$ cat config.mk
export PLATFORM = sky130hd
export DESIGN_NAME = qspi_bus_arbiter_flat
export DESIGN_NICKNAME = d
export VERILOG_FILES = /design/src/rtl/qspi_bus_arbiter_if.sv /design/src/rtl/qspi_bus_arbiter.sv /design/src/flat_wrapper.sv
export SDC_FILE = /design/constraint.sdc
export NUM_CORES = 1
export LEC_CHECK = 0
export ABC_AREA = 1
export CORE_MARGIN = 3
export CORE_UTILIZATION = 57
export DETAILED_ROUTE_END_ITERATION = 8
export PLACE_DENSITY = 0.95
export SYNTH_ARGS = -nofsm -noshare
export SYNTH_HDL_FRONTEND = slang
export SYNTH_SLANG_ARGS = --single-unit
$ cat constraint.sdc
create_clock -name clk -period 4 [get_ports clk]
set_clock_uncertainty 0.2 [all_clocks]
set_input_delay 0.8 -clock clk [delete_from_list [all_inputs] [get_ports clk]]
set_output_delay 0.8 -clock clk [all_outputs]
set_load 0.05 [all_outputs]
$ cat src/rtl/qspi_bus_arbiter_if.sv
// Bundle of the request/grant and pad-control signals between the quad-SPI masters and the arbiter.
// The arbiter connects through the slave modport; requesters and benches use the master modport.
interface qspi_bus_arbiter_if #(
   parameter int NUM_REQ = 3
);
   logic [NUM_REQ-1:0]   req;
   logic [2*NUM_REQ-1:0] req_sel;
   logic [NUM_REQ-1:0]   gnt;
   logic [1:0]           gnt_idx;
   logic                 busy;
   logic [2:0]           ce_n;
   logic                 yield;
   logic                 err_sel;

   modport master (
      output req, req_sel,
      input  gnt, gnt_idx, busy, ce_n, yield, err_sel
   );

   modport slave (
      input  req, req_sel,
      output gnt, gnt_idx, busy, ce_n, yield, err_sel
   );
endinterface

$ cat src/rtl/qspi_bus_arbiter.sv
// Round-robin owner of the shared quad-SPI pin group: grants one master at a time,
// enforces a CE-high gap between owners and flags long holds with yield.
module qspi_bus_arbiter #(
   parameter int NUM_REQ    = 3,
   parameter int CPH_CYCLES = 2,
   parameter int MAX_HOLD   = 64,
   parameter int HOLD_W     = 8
) (
   input logic              clk,
   input logic              rst_n,
   qspi_bus_arbiter_if.slave bus
);

   localparam int GAP_W = (CPH_CYCLES > 1) ? $clog2(CPH_CYCLES) : 1;

   typedef enum logic [1:0] {
      S_IDLE  = 2'd0,
      S_GRANT = 2'd1,
      S_GAP   = 2'd2
   } state_t;

   state_t              r_state;
   logic [1:0]          r_ptr;
   logic [HOLD_W-1:0]   r_hold;
   logic [GAP_W-1:0]    r_gap;
   logic [NUM_REQ-1:0]  r_gnt;
   logic [1:0]          r_gnt_idx;
   logic                r_busy;
   logic [2:0]          r_ce_n;
   logic                r_yield;
   logic                r_err_sel;

   logic [NUM_REQ-1:0]  w_eligible;
   logic [1:0]          w_sel [NUM_REQ];
   logic                w_bad_sel;
   logic                w_pick_valid;
   logic [1:0]          w_pick_idx;
   logic [1:0]          w_cand;
   logic                w_arb_edge;

   // NOTE: every signal written here gets a default first, so no path leaves it unassigned (no latch).
   always_comb begin
      w_eligible   = '0;
      w_bad_sel    = 1'b0;
      w_pick_valid = 1'b0;
      w_pick_idx   = 2'd0;
      w_cand       = 2'd0;
      for (int i = 0; i < NUM_REQ; i++) begin
         w_sel[i]      = bus.req_sel[2*i +: 2];
         w_eligible[i] = bus.req[i] && (w_sel[i] != 2'd3);
         w_bad_sel     = w_bad_sel | (bus.req[i] && (w_sel[i] == 2'd3));
      end
      // Scan from the far end back to the pointer so the nearest eligible index wins.
      for (int j = NUM_REQ - 1; j >= 0; j--) begin
         w_cand = 2'((int'(r_ptr) + j) % NUM_REQ);
         if (w_eligible[w_cand]) begin
            w_pick_valid = 1'b1;
            w_pick_idx   = w_cand;
         end
      end
   end

   assign w_arb_edge = (r_state == S_IDLE) || ((r_state == S_GAP) && (r_gap == '0));

   // NOTE: sequential state uses non-blocking assignments so all registers update from pre-edge values.
   always_ff @(posedge clk or negedge rst_n) begin
      if (!rst_n) begin
         r_state   <= S_IDLE;
         r_ptr     <= 2'd0;
         r_hold    <= '0;
         r_gap     <= '0;
         r_gnt     <= '0;
         r_gnt_idx <= 2'd0;
         r_busy    <= 1'b0;
         r_ce_n    <= 3'b111;
         r_yield   <= 1'b0;
         r_err_sel <= 1'b0;
      end else begin
         r_err_sel <= r_err_sel | w_bad_sel;

         case (r_state)
            S_GRANT: begin
               if (!bus.req[r_gnt_idx]) begin
                  r_state <= S_GAP;
                  r_gap   <= GAP_W'(CPH_CYCLES - 1);
                  r_gnt   <= '0;
                  r_busy  <= 1'b0;
                  r_ce_n  <= 3'b111;
                  r_yield <= 1'b0;
                  r_ptr   <= (r_gnt_idx == 2'(NUM_REQ - 1)) ? 2'd0 : r_gnt_idx + 2'd1;
               end else begin
                  if (r_hold != HOLD_W'(MAX_HOLD)) r_hold <= r_hold + 1'b1;
                  if (r_hold >= HOLD_W'(MAX_HOLD - 1)) r_yield <= 1'b1;
               end
            end
            S_GAP: begin
               if (r_gap != '0) r_gap <= r_gap - 1'b1;
            end
            default: ;
         endcase

         // The release edge is only in S_GRANT, so it can never coincide with arbitration.
         if (w_arb_edge) begin
            if (w_pick_valid) begin
               r_state   <= S_GRANT;
               r_gnt     <= NUM_REQ'(1) << w_pick_idx;
               r_gnt_idx <= w_pick_idx;
               r_busy    <= 1'b1;
               r_ce_n    <= ~(3'b001 << w_sel[w_pick_idx]);
               r_hold    <= '0;
               r_yield   <= 1'b0;
            end else begin
               r_state <= S_IDLE;
            end
         end
      end
   end

   assign bus.gnt     = r_gnt;
   assign bus.gnt_idx = r_gnt_idx;
   assign bus.busy    = r_busy;
   assign bus.ce_n    = r_ce_n;
   assign bus.yield   = r_yield;
   assign bus.err_sel = r_err_sel;

endmodule

$ cat src/flat_wrapper.sv
// flat-port wrapper written by rule: the top's interface ports become plain ports
module qspi_bus_arbiter_flat 
#(
   parameter int NUM_REQ    = 3,
   parameter int CPH_CYCLES = 2,
   parameter int MAX_HOLD   = 64,
   parameter int HOLD_W     = 8
)
  (clk, rst_n, bus_req, bus_req_sel, bus_gnt, bus_gnt_idx, bus_busy, bus_ce_n, bus_yield, bus_err_sel);
  qspi_bus_arbiter_if #(.NUM_REQ(NUM_REQ)) bus_i ();
  input logic clk;
  input logic rst_n;
  input wire logic [$bits(bus_i.req)-1:0] bus_req;
  input wire logic [$bits(bus_i.req_sel)-1:0] bus_req_sel;
  output wire logic [$bits(bus_i.gnt)-1:0] bus_gnt;
  output wire logic [$bits(bus_i.gnt_idx)-1:0] bus_gnt_idx;
  output wire logic [$bits(bus_i.busy)-1:0] bus_busy;
  output wire logic [$bits(bus_i.ce_n)-1:0] bus_ce_n;
  output wire logic [$bits(bus_i.yield)-1:0] bus_yield;
  output wire logic [$bits(bus_i.err_sel)-1:0] bus_err_sel;
  assign bus_i.req = bus_req;
  assign bus_i.req_sel = bus_req_sel;
  assign bus_gnt = bus_i.gnt;
  assign bus_gnt_idx = bus_i.gnt_idx;
  assign bus_busy = bus_i.busy;
  assign bus_ce_n = bus_i.ce_n;
  assign bus_yield = bus_i.yield;
  assign bus_err_sel = bus_i.err_sel;
  qspi_bus_arbiter #(.NUM_REQ(NUM_REQ), .CPH_CYCLES(CPH_CYCLES), .MAX_HOLD(MAX_HOLD), .HOLD_W(HOLD_W)) u_core (.clk(clk), .rst_n(rst_n), .bus(bus_i));
endmodule
==> results_tabular.tex, run 1 <==
\begin{tabular}{lr}
\hline
Metric & Value \\
\hline
\multicolumn{2}{l}{\textbf{GRT}} \\
\quad Maximum number of pins on one net before global-route repair & 25 \\
\quad Global routing usage summed across all routing layers & 21.69\% \\
\quad Antenna violations before repair & 0 \\
\quad Number of global-route vias before repair & 1295 \\
\quad Total congestion overflow after global routing & 0 \\
\quad Wire length of the first global-routing pass & 5.575 mm \\
\multicolumn{2}{l}{\textbf{Route}} \\
\quad Final ANT Viol Nets & 0 \\
\quad First-iteration detailed-routing DRC count & 40 \\
\quad Vias after detailed routing & 1316 \\
\quad Via-to-Cell Ratio & 5.600 \\
\quad Number of detailed-routing iterations run before antenna repair & 4 \\
\quad Number of DRC violations after detailed routing & 0 \\
\quad Post-Route WL & 3.212 mm \\
\quad Average routed wire per standard cell & 13.67 um \\
\multicolumn{2}{l}{\textbf{Critical path}} \\
\quad Critical Path Fanout Max & 2 \\
\quad Sum of buffers and inverters on the critical path & 1 \\
\quad Cell class contributing the biggest share of worst-path delay & buffers and inverters \\
\quad Crit end category & primary output \\
\quad Largest stage delay, worst path & 0.81 ns \\
\quad Setup crit start kind & register \\
\quad Worst setup path category & register to primary output \\
\quad Data arrival time of the critical path & 1.67 ns \\
\quad Worst endpoint required time & 3.00 ns \\
\quad Cell type of the slowest stage on the worst timing path & clkdlybuf4s50\_1 \\
\quad Critical path, cell by cell & clkdlybuf4s50\_1 \\
\multicolumn{2}{l}{\textbf{Placed design}} \\
\quad Number of buffer cells added on primary ports & 21 \\
\quad Placed wire-length estimate after detailed placement & 2.526 mm \\
\quad DP Cell Count & 231 \\
\quad Gpl congestion & 0.8940 \\
\multicolumn{2}{l}{\textbf{Clock tree}} \\
\quad TritonCTS Buffers & 3 \\
\quad Clock tree from TritonCTS & done \\
\quad Gates resized, CTS repair & 0 \\
\quad CTS H-tree lvls & 1 \\
\quad Maximum root-to-sink buffer count & 2 \\
\quad Clk\_lat worst skew & 0.31 ns \\
\quad Clock Sinks & 24 \\
\quad CTS root buffer & clkbuf\_4 \\
\quad CTS clk-pin slew, worst paths & 0.12 ns \\
\quad Post-CTS Setup Inserts & 0 \\
\quad CTS Hold Bufs & 0 \\
\multicolumn{2}{l}{\textbf{Timing}} \\
\quad Time the final worst path needs with I/O delays and setup & 2.673 ns \\
\quad Highest clock rate & 0.3741 GHz \\
\quad Relative max-transition margin & 29.64\% \\
\quad Measured slew at the worst slew-check pin & 1.052 ns \\
\quad Count of final max-slew check failures & 0 \\
\quad RSZ-0062 raised after global routing & false \\
\quad Final-layout setup total negative slack & 0 ns \\
\quad Hold Vio Cnt, Final & 0 \\
\quad Period utilization & 66.83\% \\
\quad Final setup fails & 0 \\
\multicolumn{2}{l}{\textbf{Logic synthesis}} \\
\quad Netlist Area Pre-Place & 1440 um\^{}2 \\
\quad Register bit count reported by yosys & 24 \\
\quad Sequential element share of the synthesized area & 41.96\% \\
\quad Cells after synthesis & 183 \\
\quad Yosys Warn Count & 0 \\
\quad Number of nets in the synthesized netlist & 198 \\
\quad Number of library cell types mapped by synthesis & 31 \\
\quad Mapped Avg Cell Area & 7.870 um\^{}2 \\
\multicolumn{2}{l}{\textbf{Final layout}} \\
\quad Fraction of final layout cells with drive strength greater than 1 & 14.98\% \\
\quad Leading cell type in the layout, fill and taps excluded & nand2\_1 \\
\quad Total Nets Final & 223 \\
\quad Layout-stage area growth over the synthesis result & 19.90\% \\
\quad Antenna cells & 0 \\
\quad Final std cells w/o fill & 235 \\
\quad Commonest cells after routing, fill and taps aside & nand2\_1 (39), nand3\_1 (25), clkdlybuf4s50\_1 (21), dfrtp\_1 (21), inv\_1 (20) \\
\multicolumn{2}{l}{\textbf{Die}} \\
\quad Full die area & 3166 um\^{}2 \\
\quad Starting density of the core & 62.69\% \\
\quad Height of the die & 56.27 um \\
\quad Top-level I/O count & 22 \\
\quad Die boundary width & 56.27 um \\
\quad Floorplan core area & 2297 um\^{}2 \\
\quad Row count & 17 \\
\multicolumn{2}{l}{\textbf{Power and ir drop}} \\
\quad Cell Pwr Density & 265.3 nW/um\^{}2 \\
\quad VDD IR max & 272.1 uV \\
\quad Cell leakage power & 0.8459 nW \\
\multicolumn{2}{l}{\textbf{Hold path}} \\
\quad Kind of path behind the tightest hold check & register to register \\
\multicolumn{2}{l}{\textbf{Run status}} \\
\quad Result of the run & complete, no violations \\
\multicolumn{2}{l}{\textbf{Run}} \\
\quad Max-cap violation count & 0 \\
\hline
\end{tabular}
[report_power, final]
part | switching (W) | internal, W
Clock | 0.0000730 | 0.000101
Sequential | 0.000000000000141 | 0.000243
Combinational | 0.0000242 | 0.0000168
Total | 0.0000973 | 0.000361
[logic make-up after synthesis]
logic type                 after synthesis  share of synthesized area (%)
adders and majority gates                4                          3.475
buffers and inverters                   29                          8.080
DFF                                     24                          41.96
AOI/OAI and AO/OA                       24                          9.210
and+or+nand+nor                         98                          34.84
xor gates and xnor gates                 4                          2.433
[synth_stat cells (all sizes together)]
| library cell | number | area share (%) |
|---|---|---|
| nand2 | 45 | 13 |
| nand3 | 29 | 11 |
| inv | 28 | 7.3 |
| dfrtp | 21 | 36 |
| o21ai | 14 | 4.9 |
| nor2 | 13 | 4.1 |
| a21oi | 6 | 2.3 |
| ha | 4 | 3.5 |
| a211oi | 3 | 1.6 |
| dfstp | 3 | 5.5 |
| xor2 | 3 | 1.8 |
| nand3b | 2 | 1.0 |
| nand4 | 2 | 1.9 |
| or2 | 2 | 0.87 |
| and2 | 1 | 0.43 |
| and3 | 1 | 0.52 |
| buf | 1 | 0.78 |
| nor3b | 1 | 0.87 |
| nor4 | 1 | 0.43 |
| o22ai | 1 | 0.43 |
| or3 | 1 | 0.43 |
| xnor2 | 1 | 0.61 |
[final cells by class]
cell class	count	area, um^2
clock buffer	3	22.52
clock inverter	1	30.03
fill	176	570.5
inverter	28	105.1
multi-input combinational	130	719.4
sequential	24	604.3
tap	28	35.03
timing repair buffer	21	210.2
[state kept, by name, indices dropped and copies added (netlist names)]
register            count
u_core.bus.err_sel      1
u_core.bus.busy         1
u_core.bus.yield        1
u_core.bus.ce_n         3
u_core.bus.gnt_idx      2
u_core.bus.gnt          3
u_core.r_state          2
u_core.r_gap            1
u_core.r_hold           8
u_core.r_ptr            2
[per-stage QoR]
step	hold slack (ns)	utilization, %	power (W)	area (um^2)	worst slack (ns)
after floorplan	0.2709	-	0.0002676	1440	1.975
after global placement	0.2658	72.88	0.0002863	1674	1.356
after detailed placement	0.2707	72.88	0.0002876	1674	1.269
after CTS	0.2999	75.16	0.0004594	1727	1.314
after global routing	0.3086	75.16	0.0004786	1727	1.272
final	0.2882	75.16	0.0004581	1727	1.327
[path summary, 6_finish.rpt]
kind	from	endpoint	slack [ns]	cells past startpoint
max	u_core.bus.ce_n[0]	bus_ce_n[0]	1.33	1
min	u_core.bus.err_sel	u_core.bus.err_sel	0.29	1
max reg2reg	u_core.r_ptr[0]	u_core.bus.gnt_idx[0]	1.78	11
min reg2reg	u_core.bus.err_sel	u_core.bus.err_sel	0.29	1
max in group asynchronous	rst_n	u_core.bus.gnt[1]	2.12	1
min in group asynchronous	rst_n	u_core.r_hold[3]	0.84	1
[metal layers]
| layer | track usage [%] | wire length (um) | up-vias |
|---|---|---|---|
| li1 | - | - | 648 |
| met3 | 3.678 | 173 | 2 |
| met1 | 30.59 | 1491 | 621 |
| met5 | 0 | 0 | - |
| met4 | 4.068 | 9 | 0 |
| met2 | 35.39 | 1537 | 45 |
(Power assumes the default switching activity.)
==> run 2: changes to the inputs <==
--- a/config.mk
+++ b/config.mk
@@ -7,9 +7,9 @@
 export LEC_CHECK = 0
 export ABC_AREA = 1
 export CORE_MARGIN = 3
-export CORE_UTILIZATION = 57
+export CORE_UTILIZATION = 48
 export DETAILED_ROUTE_END_ITERATION = 8
-export PLACE_DENSITY = 0.95
+export PLACE_DENSITY = 0.87
 export SYNTH_ARGS = -nofsm -noshare
 export SYNTH_HDL_FRONTEND = slang
 export SYNTH_SLANG_ARGS = --single-unit
==> constraint.sdc (replaced) <==
create_clock -name clk -period 2.25 [get_ports clk]
set_clock_uncertainty 0.2 [all_clocks]
set_input_delay 0.45 -clock clk [delete_from_list [all_inputs] [get_ports clk]]
set_output_delay 0.45 -clock clk [all_outputs]
set_load 0.05 [all_outputs]
==> run 2 against run 1 <==
  * Sequential cell count stayed put
  * First-iteration DRC count rose by 35%
  * Worst hold slack worse by 0.019 ns
  * Sequential power grew 78%
  * Die area increased by 17%
  * Cell count is 5.1% higher
  * Register-to-register slack lost 1.6 ns
  * Utilization decreased by 11 points
  * Critical path type unchanged
  * Highest routed layer unchanged
==> results_tabular.tex, run 2 (synthesis results as in run 1) <==
\begin{tabular}{lr}
\hline
Metric & Value \\
\hline
\multicolumn{2}{l}{\textbf{Timing}} \\
\quad Measured slew at the worst slew-check pin & 0.5879 ns \\
\quad Period utilization & 96.80\% \\
\quad Final-layout setup total negative slack & 0 ns \\
\quad Count of final max-slew check failures & 0 \\
\quad Highest clock rate & 0.4591 GHz \\
\quad Final worst setup slack & 0.07190 ns \\
\quad Final setup fails & 0 \\
\quad Time the final worst path needs with I/O delays and setup & 2.178 ns \\
\quad Relative max-transition margin & 60.44\% \\
\quad Smallest hold slack & 0.2690 ns \\
\quad Hold Vio Cnt, Final & 0 \\
\multicolumn{2}{l}{\textbf{Critical path}} \\
\quad Data arrival time of the critical path & 1.53 ns \\
\quad Worst endpoint required time & 1.60 ns \\
\quad Critical Path Fanout Max & 2 \\
\quad Sum of buffers and inverters on the critical path & 1 \\
\quad Crit end category & primary output \\
\quad Critical path, cell by cell & clkdlybuf4s50\_1 \\
\quad Largest stage delay, worst path & 0.81 ns \\
\quad Setup crit start kind & register \\
\quad Worst setup path category & register to primary output \\
\quad Cell class contributing the biggest share of worst-path delay & buffers and inverters \\
\quad Cell type of the slowest stage on the worst timing path & clkdlybuf4s50\_1 \\
\multicolumn{2}{l}{\textbf{Clock tree}} \\
\quad Maximum root-to-sink buffer count & 2 \\
\quad CTS root buffer & clkbuf\_4 \\
\quad CTS clk-pin slew, worst paths & 0.13 ns \\
\quad Clk\_lat worst skew & 0.31 ns \\
\quad Clock Sinks & 24 \\
\quad TritonCTS Buffers & 3 \\
\quad Clock tree from TritonCTS & done \\
\quad CTS Hold Bufs & 0 \\
\quad CTS H-tree lvls & 1 \\
\multicolumn{2}{l}{\textbf{Run}} \\
\quad Max-cap violation count & 0 \\
\multicolumn{2}{l}{\textbf{Final layout}} \\
\quad Antenna cells & 0 \\
\quad Register with the most flip-flops & u\_core.r\_hold \\
\quad Leading cell type in the layout, fill and taps excluded & nand2\_1 \\
\quad Commonest cells after routing, fill and taps aside & nand2\_1 (39), nand3\_1 (25), dfrtp\_1 (21) \\
\quad Fraction of final layout cells with drive strength greater than 1 & 20.83\% \\
\quad Layout-stage area growth over the synthesis result & 25.63\% \\
\quad Flip-flop count of the largest register, all copies and words added & 8 \\
\quad Total Nets Final & 232 \\
\quad Final std cells w/o fill & 247 \\
\quad Fill cell instance count of the final layout & 251 \\
\multicolumn{2}{l}{\textbf{Route}} \\
\quad Final ANT Viol Nets & 0 \\
\quad First-iteration detailed-routing DRC count & 54 \\
\quad Post-Route WL & 3.183 mm \\
\quad Average routed wire per standard cell & 12.89 um \\
\quad Vias after detailed routing & 1327 \\
\quad Number of DRC violations after detailed routing & 0 \\
\quad Number of detailed-routing iterations run before antenna repair & 4 \\
\quad Via-to-Cell Ratio & 5.372 \\
\multicolumn{2}{l}{\textbf{Die}} \\
\quad Full die area & 3694 um\^{}2 \\
\quad Floorplan core area & 2805 um\^{}2 \\
\quad Top-level I/O count & 22 \\
\quad Row count & 19 \\
\quad Die boundary width & 60.78 um \\
\quad Height of the die & 60.78 um \\
\quad Starting density of the core & 51.34\% \\
\multicolumn{2}{l}{\textbf{Power and ir drop}} \\
\quad VDD IR max & 338.8 uV \\
\quad Comb pwr share & 10.4\% \\
\quad Cell leakage power & 0.8994 nW \\
\quad Overall power consumption & 0.0007385 W \\
\quad Internal portion of total power & 0.0005633 W \\
\quad Net switching share of the total power & 23.73\% \\
\quad Sequential share of power & 58.4\% \\
\quad Clock share of power & 31.2\% \\
\quad Cell Pwr Density & 408.2 nW/um\^{}2 \\
\quad Net switching power of the design & 0.0001753 W \\
\multicolumn{2}{l}{\textbf{Hold path}} \\
\quad Kind of path behind the tightest hold check & input port to asynchronous set/reset pin \\
\multicolumn{2}{l}{\textbf{Placed design}} \\
\quad Placed wire-length estimate after detailed placement & 2.405 mm \\
\quad Number of buffer cells added on primary ports & 21 \\
\quad Setup slack at placement & -0.08605 ns \\
\quad DP Cell Count & 241 \\
\quad Gpl congestion & 0.9611 \\
\multicolumn{2}{l}{\textbf{GRT}} \\
\quad Wire length of the first global-routing pass & 5.050 mm \\
\quad Antenna violations before repair & 0 \\
\quad Global routing usage summed across all routing layers & 17.93\% \\
\quad Total congestion overflow after global routing & 0 \\
\quad Maximum number of pins on one net before global-route repair & 25 \\
\quad Number of global-route vias before repair & 1165 \\
\multicolumn{2}{l}{\textbf{Run status}} \\
\quad Result of the run & complete, no violations \\
\hline
\end{tabular}
[run 2: path summary, 6_finish.rpt]
path / slack, ns / endpoint / depth (start not counted) / start
worst max-delay path: 0.07 / bus_gnt[2] / 1 / u_core.bus.gnt[2]
worst min-delay path: 0.27 / u_core.bus.busy / 2 / rst_n
worst max register to register: 0.15 / u_core.bus.ce_n[1] / 14 / u_core.r_ptr[0]
worst min register to register: 0.29 / u_core.bus.err_sel / 1 / u_core.bus.err_sel
max in group asynchronous: 1.30 / u_core.bus.ce_n[1] / 2 / rst_n
min in group clk: 0.29 / u_core.bus.err_sel / 1 / u_core.bus.err_sel
[run 2: what timing repair did]
action / in CTS / in global routing
setup buffers: 0 / 2
resized for setup: 0 / 5
endpoints found under the setup margin: 0 / 4
[run 2: per-stage QoR]
step                util [%]  instance area, um^2
finish                 64.50                 1809
global placement       61.86                 1735
floorplan                  -                 1440
CTS                    63.16                 1772
global route           64.50                 1809
detailed placement     61.86                 1735
[run 2: area by class of cell]
type / instances / area, um^2 / share of cell area [%]
Sequential cell: 24 / 604.3 / 33.40
Multi-Input combinational cell: 130 / 739.5 / 40.87
Tap cell: 31 / 38.79 / 2.144
Inverter: 28 / 105.1 / 5.809
Clock buffer: 4 / 36.28 / 2.006
Timing Repair Buffer: 30 / 285.3 / 15.77
[run 2: layer usage]
layer / GRT usage (%) / wire length [um]
met1: 24.70 / 1415
met2: 27.33 / 1505
met3: 4.894 / 232
met4: 5.882 / 29
met5: 0 / 0
[run 2: power by group through the flow]
| stage | registers (W) | clock network, W | logic (W) |
|---|---|---|---|
| detailed placement | 0.000440 | 0 | 0.0000732 |
| global route | 0.000432 | 0.000250 | 0.0000847 |
| CTS | 0.000432 | 0.000237 | 0.0000740 |
| floorplan | 0.000440 | 0 | 0.0000361 |
| finish | 0.000432 | 0.000230 | 0.0000767 |
| global placement | 0.000440 | 0 | 0.0000722 |
==> run 3: changes to the inputs <==
==> constraint.sdc (replaced) <==
create_clock -name clk -period 2.25 [get_ports clk]
set_clock_uncertainty 0.2 [all_clocks]
set_input_delay 0.225 -clock clk [delete_from_list [all_inputs] [get_ports clk]]
set_output_delay 0.225 -clock clk [all_outputs]
set_load 0.05 [all_outputs]
==> run 3 against run 2 <==
  * Maximum frequency rose by 3.8%
  * Global-route usage increased by 1.3 points
  * Clock power is 4% higher
  * Critical path type unchanged
  * Critical endpoint is now bus_ce_n[1]
  * Largest power group unchanged
==> results_tabular.tex, run 3 (synthesis results as in run 1) <==
\begin{tabular}{lr}
\hline
Metric & Value \\
\hline
\multicolumn{2}{l}{\textbf{Clock tree}} \\
\quad Clock Sinks & 24 \\
\quad TritonCTS Buffers & 3 \\
\quad CTS root buffer & clkbuf\_4 \\
\quad CTS Hold Bufs & 0 \\
\quad Clk\_lat worst skew & 0.33 ns \\
\quad CTS H-tree lvls & 1 \\
\quad CTS clk-pin slew, worst paths & 0.14 ns \\
\quad Clock tree from TritonCTS & done \\
\quad Maximum root-to-sink buffer count & 2 \\
\multicolumn{2}{l}{\textbf{Run status}} \\
\quad Result of the run & complete, no violations \\
\multicolumn{2}{l}{\textbf{Critical path}} \\
\quad Sum of buffers and inverters on the critical path & 1 \\
\quad Worst endpoint required time & 1.82 ns \\
\quad Setup crit start kind & register \\
\quad Largest stage delay, worst path & 0.80 ns \\
\quad Critical path, cell by cell & clkdlybuf4s50\_1 \\
\quad Crit end category & primary output \\
\quad Cell class contributing the biggest share of worst-path delay & buffers and inverters \\
\quad Worst setup path category & register to primary output \\
\quad Cell type of the slowest stage on the worst timing path & clkdlybuf4s50\_1 \\
\quad Critical Path Fanout Max & 2 \\
\quad Data arrival time of the critical path & 1.67 ns \\
\multicolumn{2}{l}{\textbf{Power and ir drop}} \\
\quad Cell leakage power & 0.8474 nW \\
\quad Overall power consumption & 0.0007438 W \\
\quad VDD IR max & 334.4 uV \\
\quad Net switching share of the total power & 24.46\% \\
\quad Sequential share of power & 58.0\% \\
\quad Comb pwr share & 9.9\% \\
\quad Internal portion of total power & 0.0005618 W \\
\quad Clock share of power & 32.1\% \\
\quad Net switching power of the design & 0.0001820 W \\
\quad Cell Pwr Density & 426.4 nW/um\^{}2 \\
\multicolumn{2}{l}{\textbf{Hold path}} \\
\quad Kind of path behind the tightest hold check & input port to asynchronous set/reset pin \\
\multicolumn{2}{l}{\textbf{Route}} \\
\quad M1 WL & 1.534 mm \\
\quad Number of DRC violations after detailed routing & 0 \\
\quad Via-to-Cell Ratio & 5.464 \\
\quad Number of detailed-routing iterations run before antenna repair & 4 \\
\quad Highest routed layer & met4 \\
\quad Post-Route WL & 3.119 mm \\
\quad Detailed route wirelength on metal3 & 131 um \\
\quad Detail Route met2 WL & 1.405 mm \\
\quad First-iteration detailed-routing DRC count & 42 \\
\quad Vias after detailed routing & 1306 \\
\quad Final ANT Viol Nets & 0 \\
\quad Average routed wire per standard cell & 13.05 um \\
\multicolumn{2}{l}{\textbf{Final layout}} \\
\quad Fraction of final layout cells with drive strength greater than 1 & 16.35\% \\
\quad Register with the most flip-flops & u\_core.r\_hold \\
\quad Flip-flop count of the largest register, all copies and words added & 8 \\
\quad Leading cell type in the layout, fill and taps excluded & nand2\_1 \\
\quad Total Nets Final & 224 \\
\quad Commonest cells after routing, fill and taps aside & nand2\_1 (39), nand3\_1 (25), clkdlybuf4s50\_1 (21), dfrtp\_1 (21), inv\_1 (20) \\
\quad Antenna cells & 0 \\
\quad Layout-stage area growth over the synthesis result & 21.11\% \\
\multicolumn{2}{l}{\textbf{Die}} \\
\quad Full die area & 3694 um\^{}2 \\
\quad Die boundary width & 60.78 um \\
\quad Floorplan core area & 2805 um\^{}2 \\
\quad Starting density of the core & 51.34\% \\
\quad Height of the die & 60.78 um \\
\quad Row count & 19 \\
\quad Top-level I/O count & 22 \\
\multicolumn{2}{l}{\textbf{Run}} \\
\quad Max-cap violation count & 0 \\
\multicolumn{2}{l}{\textbf{GRT}} \\
\quad Global routing usage summed across all routing layers & 19.21\% \\
\quad Maximum number of pins on one net before global-route repair & 25 \\
\quad Antenna violations before repair & 0 \\
\quad Number of global-route vias before repair & 1226 \\
\quad Wire length of the first global-routing pass & 5.326 mm \\
\quad Total congestion overflow after global routing & 0 \\
\multicolumn{2}{l}{\textbf{Placed design}} \\
\quad Gpl congestion & 0.8857 \\
\quad Number of buffer cells added on primary ports & 21 \\
\quad Placed wire-length estimate after detailed placement & 2.334 mm \\
\multicolumn{2}{l}{\textbf{Timing}} \\
\quad Measured slew at the worst slew-check pin & 0.6362 ns \\
\quad RSZ-0062 raised after global routing & false \\
\quad Final setup fails & 0 \\
\quad Period utilization & 93.27\% \\
\quad Count of final max-slew check failures & 0 \\
\quad Hold Vio Cnt, Final & 0 \\
\quad Final-layout setup total negative slack & 0 ns \\
\quad Highest clock rate & 0.4765 GHz \\
\quad Relative max-transition margin & 57.19\% \\
\quad Time the final worst path needs with I/O delays and setup & 2.098 ns \\
\hline
\end{tabular}
run 3: power by group through the flow:
stage / Combinational [W] / Sequential (W) / Clock [W]
finish: 0.0000735 / 0.000432 / 0.000239
global route: 0.0000829 / 0.000432 / 0.000261
CTS: 0.0000735 / 0.000432 / 0.000240
detailed placement: 0.0000733 / 0.000440 / 0
global placement: 0.0000737 / 0.000440 / 0
floorplan: 0.0000361 / 0.000440 / 0
run 3: layer usage:
| layer | up-vias | global-route usage [%] |
|---|---|---|
| met5 | - | 0 |
| li1 | 648 | - |
| met1 | 613 | 28.67 |
| met2 | 40 | 29.01 |
| met3 | 5 | 2.553 |
| met4 | 0 | 5.573 |
run 3: through the flow:
stage          hold WS, ns  setup slack [ns]  area, um^2  util [%]  instances
2_1_floorplan      -0.2706            0.2738        1440         -        183
3_3_place_gp        0.2616           0.07891        1685     60.08        235
3_5_place_dp        0.2697           0.05590        1685     60.08        235
4_1_cts            0.05546           0.07558        1722     61.37        239
5_1_grt            0.06805           0.02314        1744     62.18        239
6_report           0.03936            0.1515        1744     62.18        239
run 3: worst paths after layout:
check	start	end	slack, ns	cells past startpoint
setup / recovery	u_core.bus.ce_n[1]	bus_ce_n[1]	0.15	1
hold / removal	rst_n	u_core.bus.busy	0.04	2
setup reg to reg	u_core.r_ptr[1]	u_core.bus.ce_n[1]	0.17	12
hold reg to reg	u_core.bus.err_sel	u_core.bus.err_sel	0.30	1
max in group asynchronous	rst_n	u_core.bus.ce_n[1]	1.51	2
min in group clk	u_core.bus.err_sel	u_core.bus.err_sel	0.30	1
run 3: area by class of cell:
cell class	instances	area [um^2]
Inverter	28	107.6
Clock buffer	4	36.28
Fill cell	251	1061
Multi-Input combinational cell	130	739.5
Timing Repair Buffer	22	217.7
Sequential cell	24	604.3
Tap cell	31	38.79
run 3: repair_timing:
action,CTS,global route
buffers inserted,0,0
setup endpoints to repair,0,8
resized for setup,0,4
